### config.mk
export PLATFORM = sky130hd
export DESIGN_NAME = alu_seq_core
export DESIGN_NICKNAME = d
export VERILOG_FILES = /design/src/rtl/alu_seq_core.sv
export SDC_FILE = /design/constraint.sdc
export NUM_CORES = 1
export LEC_CHECK = 0
export ABC_CLOCK_PERIOD_IN_PS = 6400
export CAP_MARGIN = 20
export CORE_UTILIZATION = 50
export DETAILED_ROUTE_END_ITERATION = 16
export GPL_ROUTABILITY_DRIVEN = 0
export PLACE_DENSITY = 0.85
export SYNTH_ARGS = -nofsm -noshare
export SYNTH_HDL_FRONTEND = slang
export SYNTH_SLANG_ARGS = --single-unit
### constraint.sdc
create_clock -name clk -period 6.4 [get_ports clk]
set_input_delay 1.28 -clock clk [delete_from_list [all_inputs] [get_ports clk]]
set_output_delay 1.28 -clock clk [all_outputs]
set_load 0.01 [all_outputs]
### src/rtl/alu_seq_core.sv
// alu_seq_core: registered, width-parametrised ALU with valid/ready handshakes and a carry flag.
// Optional feature macro: ALU_SEQ_MUL_EN enables op 111 as an iterative unsigned shift-add
// multiply; when undefined, op 111 is a single-cycle PASS_A and busy is tied low.
// Ports:
//   clk, rst_n          clock (rising edge), synchronous active-low reset
//   in_valid/in_ready   request handshake; alu_op, inA, inB sampled on accept
//   out_valid/out_ready result handshake; alu_out, SKZ_cmp, carry held while stalled
//   busy                multi-cycle multiply in progress
module alu_seq_core #(
  parameter int WIDTH   = 8,
  parameter int MUL_CYC = WIDTH
) (
  input  logic             clk,
  input  logic             rst_n,
  input  logic             in_valid,
  output logic             in_ready,
  input  logic [2:0]       alu_op,
  input  logic [WIDTH-1:0] inA,
  input  logic [WIDTH-1:0] inB,
  output logic             out_valid,
  input  logic             out_ready,
  output logic [WIDTH-1:0] alu_out,
  output logic             SKZ_cmp,
  output logic             carry,
  output logic             busy
);
  if (MUL_CYC != WIDTH || WIDTH < 4) begin : g_bad_cfg
    $error("alu_seq_core: MUL_CYC must equal WIDTH and WIDTH must be at least 4");
  end
  logic           acc, ld, slot_free;
  logic [WIDTH:0] sum, res_n, ld_val;
  // The result register can take a new value when empty or being drained this edge.
  assign slot_free = !out_valid || out_ready;
  assign acc       = in_valid && in_ready;
  assign sum       = {1'b0, inA} + {1'b0, inB};
  // Single-cycle result as {carry, value}; op 111 falls through to PASS_A.
  always_comb begin
    case (alu_op)
      3'b010:  res_n = sum;
      3'b011:  res_n = {1'b0, inA & inB};
      3'b100:  res_n = {1'b0, inA ^ inB};
      3'b101:  res_n = {1'b0, inB};
      default: res_n = {1'b0, inA};
    endcase
  end
`ifdef ALU_SEQ_MUL_EN
  localparam int CW = $clog2(MUL_CYC);
  typedef enum logic [1:0] {IDLE, MUL_RUN, MUL_DONE} state_t;
  state_t               state, state_n;
  logic                 is_mul;
  logic [CW-1:0]        cnt;
  logic [2*WIDTH-1:0]   mcand, prod;
  logic [WIDTH-1:0]     mplier;
  assign is_mul   = alu_op == 3'b111;
  assign in_ready = state == IDLE && slot_free;
  always_ff @(posedge clk) state <= !rst_n ? IDLE : state_n;
  always_comb begin
    state_n = state;
    case (state)
      IDLE:     if (acc && is_mul) state_n = MUL_RUN;
      MUL_RUN:  if (cnt == CW'(MUL_CYC - 1)) state_n = MUL_DONE;
      MUL_DONE: if (slot_free) state_n = IDLE;
      default:  state_n = IDLE;
    endcase
  end
  always_comb begin
    busy   = state != IDLE;
    ld     = (acc && !is_mul) || (state == MUL_DONE && slot_free);
    ld_val = state == MUL_DONE ? {|prod[2*WIDTH-1:WIDTH], prod[WIDTH-1:0]} : res_n;
  end
  // Operands are captured at accept so the inputs are free to change while iterating;
  // an abort by reset is handled by the state register alone.
  always_ff @(posedge clk) begin
    if (acc && is_mul) begin
      mcand  <= {{WIDTH{1'b0}}, inA};
      mplier <= inB;
      prod   <= '0;
      cnt    <= '0;
    end else if (state == MUL_RUN) begin
      prod   <= mplier[0] ? prod + mcand : prod;
      mcand  <= mcand << 1;
      mplier <= mplier >> 1;
      cnt    <= cnt + 1'b1;
    end
  end
`else
  assign in_ready = slot_free;
  always_comb begin
    busy   = 1'b0;
    ld     = acc;
    ld_val = res_n;
  end
`endif
  // A load wins over a drain, so a simultaneous drain and accept keeps out_valid high.
  always_ff @(posedge clk) begin
    if (!rst_n) begin
      out_valid <= 1'b0;
      alu_out   <= '0;
      SKZ_cmp   <= 1'b0;
      carry     <= 1'b0;
    end else if (ld) begin
      out_valid <= 1'b1;
      alu_out   <= ld_val[WIDTH-1:0];
      SKZ_cmp   <= ld_val[WIDTH-1:0] == '0;
      carry     <= ld_val[WIDTH];
    end else if (out_ready) begin
      out_valid <= 1'b0;
    end
  end
endmodule

# ---- Yosys cells after proc, flatten, opt, wreduce, memory -nomap -nowiden
# Cells that the tools add are included.
dict set report op_classes {
  muxes 3
  n_eq_ne 4
  addsub 1
  bitwise 2
  n_reduce_logical 5
}
# op count
set ops {}
lappend ops {{9-bit case mux with 4 select lines} 1}
lappend ops {{8-bit by 8-bit adder with 9-bit output} 1}
lappend ops {{8-bit AND} 1}
lappend ops {{8-bit logical NOT} 1}
lappend ops {{8-bit XOR} 1}
lappend ops {{3-bit by 2-bit == test with 1-bit output, second input constant} 2}
lappend ops {{3-bit == test, second input constant} 2}
lappend ops {{1-bit 2-to-1 mux} 2}
lappend ops {{2-bit nonzero test} 1}
lappend ops {{1-bit logical AND} 1}
lappend ops {{1-bit logical NOT} 1}
lappend ops {{1-bit logical OR} 1}
dict set report totals {
  output_inout_bits 13
  wordCells 19
  ff_bits 11
  input_bits 23
}

# ---- Longest topological paths before layout
dict set report depth {
  word_depth 4
  mapped_depth 8
  depth_no_buf 8
}

# ---- Worst setup path before layout
# OpenSTA, ideal clock, no wires.
dict set report synth_path {
  kind {in2reg}
  startpoint {in inA[0]}
  endpoint {reg SKZ_cmp}
  cell_stages 8
  path_buffers 0
  t_required_ns 6.304
  slack_ns 3.194
  arrival_time_ns 3.110
  setup_ns 0.096
  cell_sequence {ha_1 -> fa_1 -> a21o_1 -> a21oi_1 -> xor2_1 -> a22oi_1 -> or3_1 -> o41ai_2}
}
dict set report synth_via {
  elab_chain_cells 3
  word_cells_on_any_way 5
  classes_between {1 x add/sub; 1 x mux; 2 x bitwise; 1 x reduce/logical}
}
# item line
set synth_lines {}
lappend synth_lines {{start: declaration} 18} ;# input logic [WIDTH-1:0] inA,
lappend synth_lines {{8-bit by 8-bit adder with 9-bit output, or another cell as far along} 35} ;# assign sum = {1'b0, inA} + {1'b0, inB};
lappend synth_lines {{9-bit case mux with 4 select lines *} 38} ;# case (alu_op)
lappend synth_lines {{8-bit logical NOT *} 104} ;# SKZ_cmp <= ld_val[WIDTH-1:0] == '0;
lappend synth_lines {{end signal: assignment} 99} ;# SKZ_cmp <= 1'b0;
lappend synth_lines {{end signal: assignment} 104}
lappend synth_lines {{end: declaration} 23} ;# output logic SKZ_cmp,
# Mark *: on every way between the ends. The rest lies on a longest branch, timed or not.
# A chain may end at the register's enable or synchronous reset.

# ---- Final worst setup path
dict set report layout_path {
  startpoint {in out_ready}
  endpoint {out in_ready}
}
dict set report layout_via {
  elab_chain_cells 1
}
# item line
set layout_lines {}
lappend layout_lines {{start: declaration} 21} ;# input logic out_ready,
lappend layout_lines {{1-bit logical OR} 33} ;# assign slot_free = !out_valid || out_ready;
lappend layout_lines {{end: declaration} 16} ;# output logic in_ready,
# No other way between the ends.

==> run_results.csv <==
group,metric,value,unit
cts,clock_latency,0.27,ns
final_layout,postLayoutCoreUtil,68.44,%
setup_path,critPathCaptureType,"output port",
detailed_routing,final_antenna_net_count,0,
floorplanning,die_x,50.45,um
power,combPwrFrac,45.0,%
logic_synthesis,netlist_area,1174,um2
setup_path,regToRegStartpoint,"out_valid$_SDFFE_PN0P_",
setup_path,crit_type,"in -> out",
sta,tns,0,ns
cts,numCtsBuffers,3,
detailed_routing,viasPerCell,6.191,
cts,cts_buffer_depth,2,
detailed_routing,first_iter_violations,40,
sta,rsz0062_at_grt,"false",
floorplanning,rows,17,
global_routing,grt_start_max_net_pins,19,
logic_synthesis,synth_area_leaders,"dfxtp_1 (19%), ha_1 (8.5%), mux2i_1 (7.7%)",
min_path,min_from,"carry$_SDFFE_PN0P_",
cts,cts_max_level,1,
sta,final-setup-viol-count,0,
power,seq_power_share,33.7,%
power,clkPwrFrac,21.4,%
power,leakage,0.6402,nW
detailed_routing,avgRoutedWirePerCell,15.71,um
setup_path,reg2reg_depth,5,
sta,slew_violations,0,
setup_path,crit_chain,"clkdlybuf4s50_1, nand2b_1, clkdlybuf4s50_1",
power,switching_share,34.22,%
sta,max_freq,268.1,MHz
logic_synthesis,yosysSeqAreaShare,18.76,%
run_status,outcome,"complete, no violations",
placement,portBuffers,34,
logic_synthesis,synth.most_common_cell,"nand2_1",
power,p_switching,0.07661,mW
setup_path,r2r_end,"SKZ_cmp$_SDFFE_PN0P_",
setup_path,required,5.12,ns
logic_synthesis,yosys_warnings,0,
detailed_routing,drc,0,
job,cap_violations,0,
detailed_routing,wl,3127,um
placement,dp_hpwl,2451,um
setup_path,path_delay_family,"buffers and inverters",
setup_path,arrival,2.45,ns
final_layout,area_growth_syn_to_layout,29.00,%
setup_path,worst-path-max-fanout,4,
setup_path,crit_path_start_kind,"input pin",
cts,cts_setup_buffers,0,
logic_synthesis,syn_nets,175,
setup_path,cp_common_cell,"clkdlybuf4s50_1",
setup_path,rrSetupSlack,4.61,ns
global_routing,grt_antenna_before_repair,0,
final_layout,drive_gt1_share,4.678,%
setup_path,cp.depth,3,
detailed_routing,vias,1232,
setup_path,critPathSlowestCell,"clkdlybuf4s50_1",
setup_path,slowest_delay,0.55,ns
floorplanning,die_area,2545,um2
min_path,hold_end,"carry$_SDFFE_PN0P_",
cts,cts_repair_resize_count,0,
cts,cts_tree,"done",
sta,finClkSkew,0.008336,ns
detailed_routing,first_pass_iters,4,
cts,clock_sinks,11,
cts,root_buffer,"clkbuf_4",
min_path,holdCritPathClass,"reg -> reg",
final_layout,antenna_cells,0,
min_path,holdPathStages,2,
sta,finalHoldViolCount,0,
floorplanning,die_h,50.45,um
global_routing,grt_pass1_wl,4912,um
logic_synthesis,synthCells,143,
sta,worst_pin_slew,0.7094,ns
logic_synthesis,postSynthAreaPerCell,8.207,um2
power,cellPowerDensity,147.9,nW/um2
power,intPower,0.1473,mW
global_routing,grtUsageTotal,25.73,%
logic_synthesis,async_flop_share,0,%
logic_synthesis,post_synth_most_frequent_cells,"nand2_1 (12), dfxtp_1 (11), mux2i_1 (9), ha_1 (8), nor2_1 (8)",
floorplanning,core,2212,um2
logic_synthesis,synthFlopType,"dfxtp_1",
floorplanning,pin_count,36,
logic_synthesis,synth_edf_count,0,
logic_synthesis,synthDistinctLibCells,48,
power,max-vdd-ir-drop,0.0001653,V
cts,cts-hold-fix-buffers,0,
sta,relSlewSlack,52.56,%
global_routing,grt_pass1_vias,1111,
setup_path,cp.buffers_inverters,2,
logic_synthesis,synth-seq-cells,11,
cts,clk_pin_slew,0.08,ns
sta,period_share,58.28,%
floorplanning,start_util,53.05,%
logic_synthesis,yosys.area.top_type,"dfxtp_1",
global_routing,gr-total-overflow,0,
final_layout,layout.nets,204,
sta,min_period,3.730,ns
logic_synthesis,synth.top_cell.area_share,18.76,%
-- cell type report --
| type | instances | area, um2 |
|---|---|---|
| Clock buffer | 4 | 26.28 |
| Fill cell | 185 | 698.2 |
| Inverter | 5 | 18.77 |
| Multi-Input combinational cell | 117 | 873.3 |
| Sequential cell | 11 | 220.2 |
| Tap cell | 28 | 35.03 |
| Timing Repair Buffer | 34 | 340.3 |
-- routing by layer --
layer,up-vias,share of wire [%],track usage [%]
met5,-,0,0
met2,34,54,48.67
met1,597,43,29.41
met3,2,3.5,5.455
li1,599,-,-
met4,0,0.26,4.630
-- power by group through the flow --
stage	Clock, mW	Combinational (mW)	Sequential (mW)
finish	0.0478	0.101	0.0754
detailed placement	0	0.0990	0.0771
global placement	0	0.0947	0.0769
floorplan	0	0.0605	0.0791
global route	0.0539	0.109	0.0760
CTS	0.0485	0.0996	0.0755
-- worst register-to-register path: stages, from the launching register on --
cell and delay [ns]:
dfxtp_1 0.31, nand2b_1 0.12, and2_1 0.35, o221ai_1 0.22, or3_1 0.41, o41ai_2 0.30
-- how the worst max path moves through the flow --
stage | start | endpoint | slack, ns
after floorplan | inA[0] | SKZ_cmp$_SDFFE_PN0P_ | 3.19
after global routing | out_ready | in_ready | 2.63
after CTS | out_ready | in_ready | 2.67
final | out_ready | in_ready | 2.67
after detailed placement | inA[0] | SKZ_cmp$_SDFFE_PN0P_ | 2.56
after global placement | inA[0] | SKZ_cmp$_SDFFE_PN0P_ | 2.65
-- through the flow --
stage	instance area, um2	instances	setup slack (ns)	power, mW	hold slack (ns)
2_1_floorplan	1174	143	3.194	0.1397	0.4852
3_5_place_dp	1488	195	2.564	0.1761	0.4597
3_3_place_gp	1488	195	2.654	0.1716	0.4555
5_1_grt	1514	199	2.628	0.2390	0.4884
4_1_cts	1514	199	2.669	0.2236	0.4680
6_report	1514	199	2.670	0.2239	0.4661
-- flip-flops by register name (all words and copies together), names as in the netlist --
signal,count
alu_out,8
SKZ_cmp,1
out_valid,1
carry,1
-- kinds of logic (layout without fill, tap and decap cells) --
logic type,Yosys count,after routing,share of synthesized area (%)
AO/OA/AOI/OAI,47,47,31.56
XOR/XNOR,3,3,2.239
buffers and inverters,15,43,6.823
flip-flops,11,11,18.76
multiplexers,9,9,7.676
other,1,1,0.3195
AND/OR/NAND/NOR,48,48,22.39
adder cells (fa/ha/maj),9,9,10.23
-- placed cells by master, fill, tap and decap left out, types with 5 or more instances in the layout --
master / count
clkdlybuf4s50_1: 34
nand2_1: 12
dfxtp_1: 11
mux2i_1: 9
nor2_1: 8
ha_1: 8
inv_1: 5
nand3_1: 5
a21oi_1: 5
a21boi_0: 5
No activity file was read; power rests on OpenSTA's default activity.
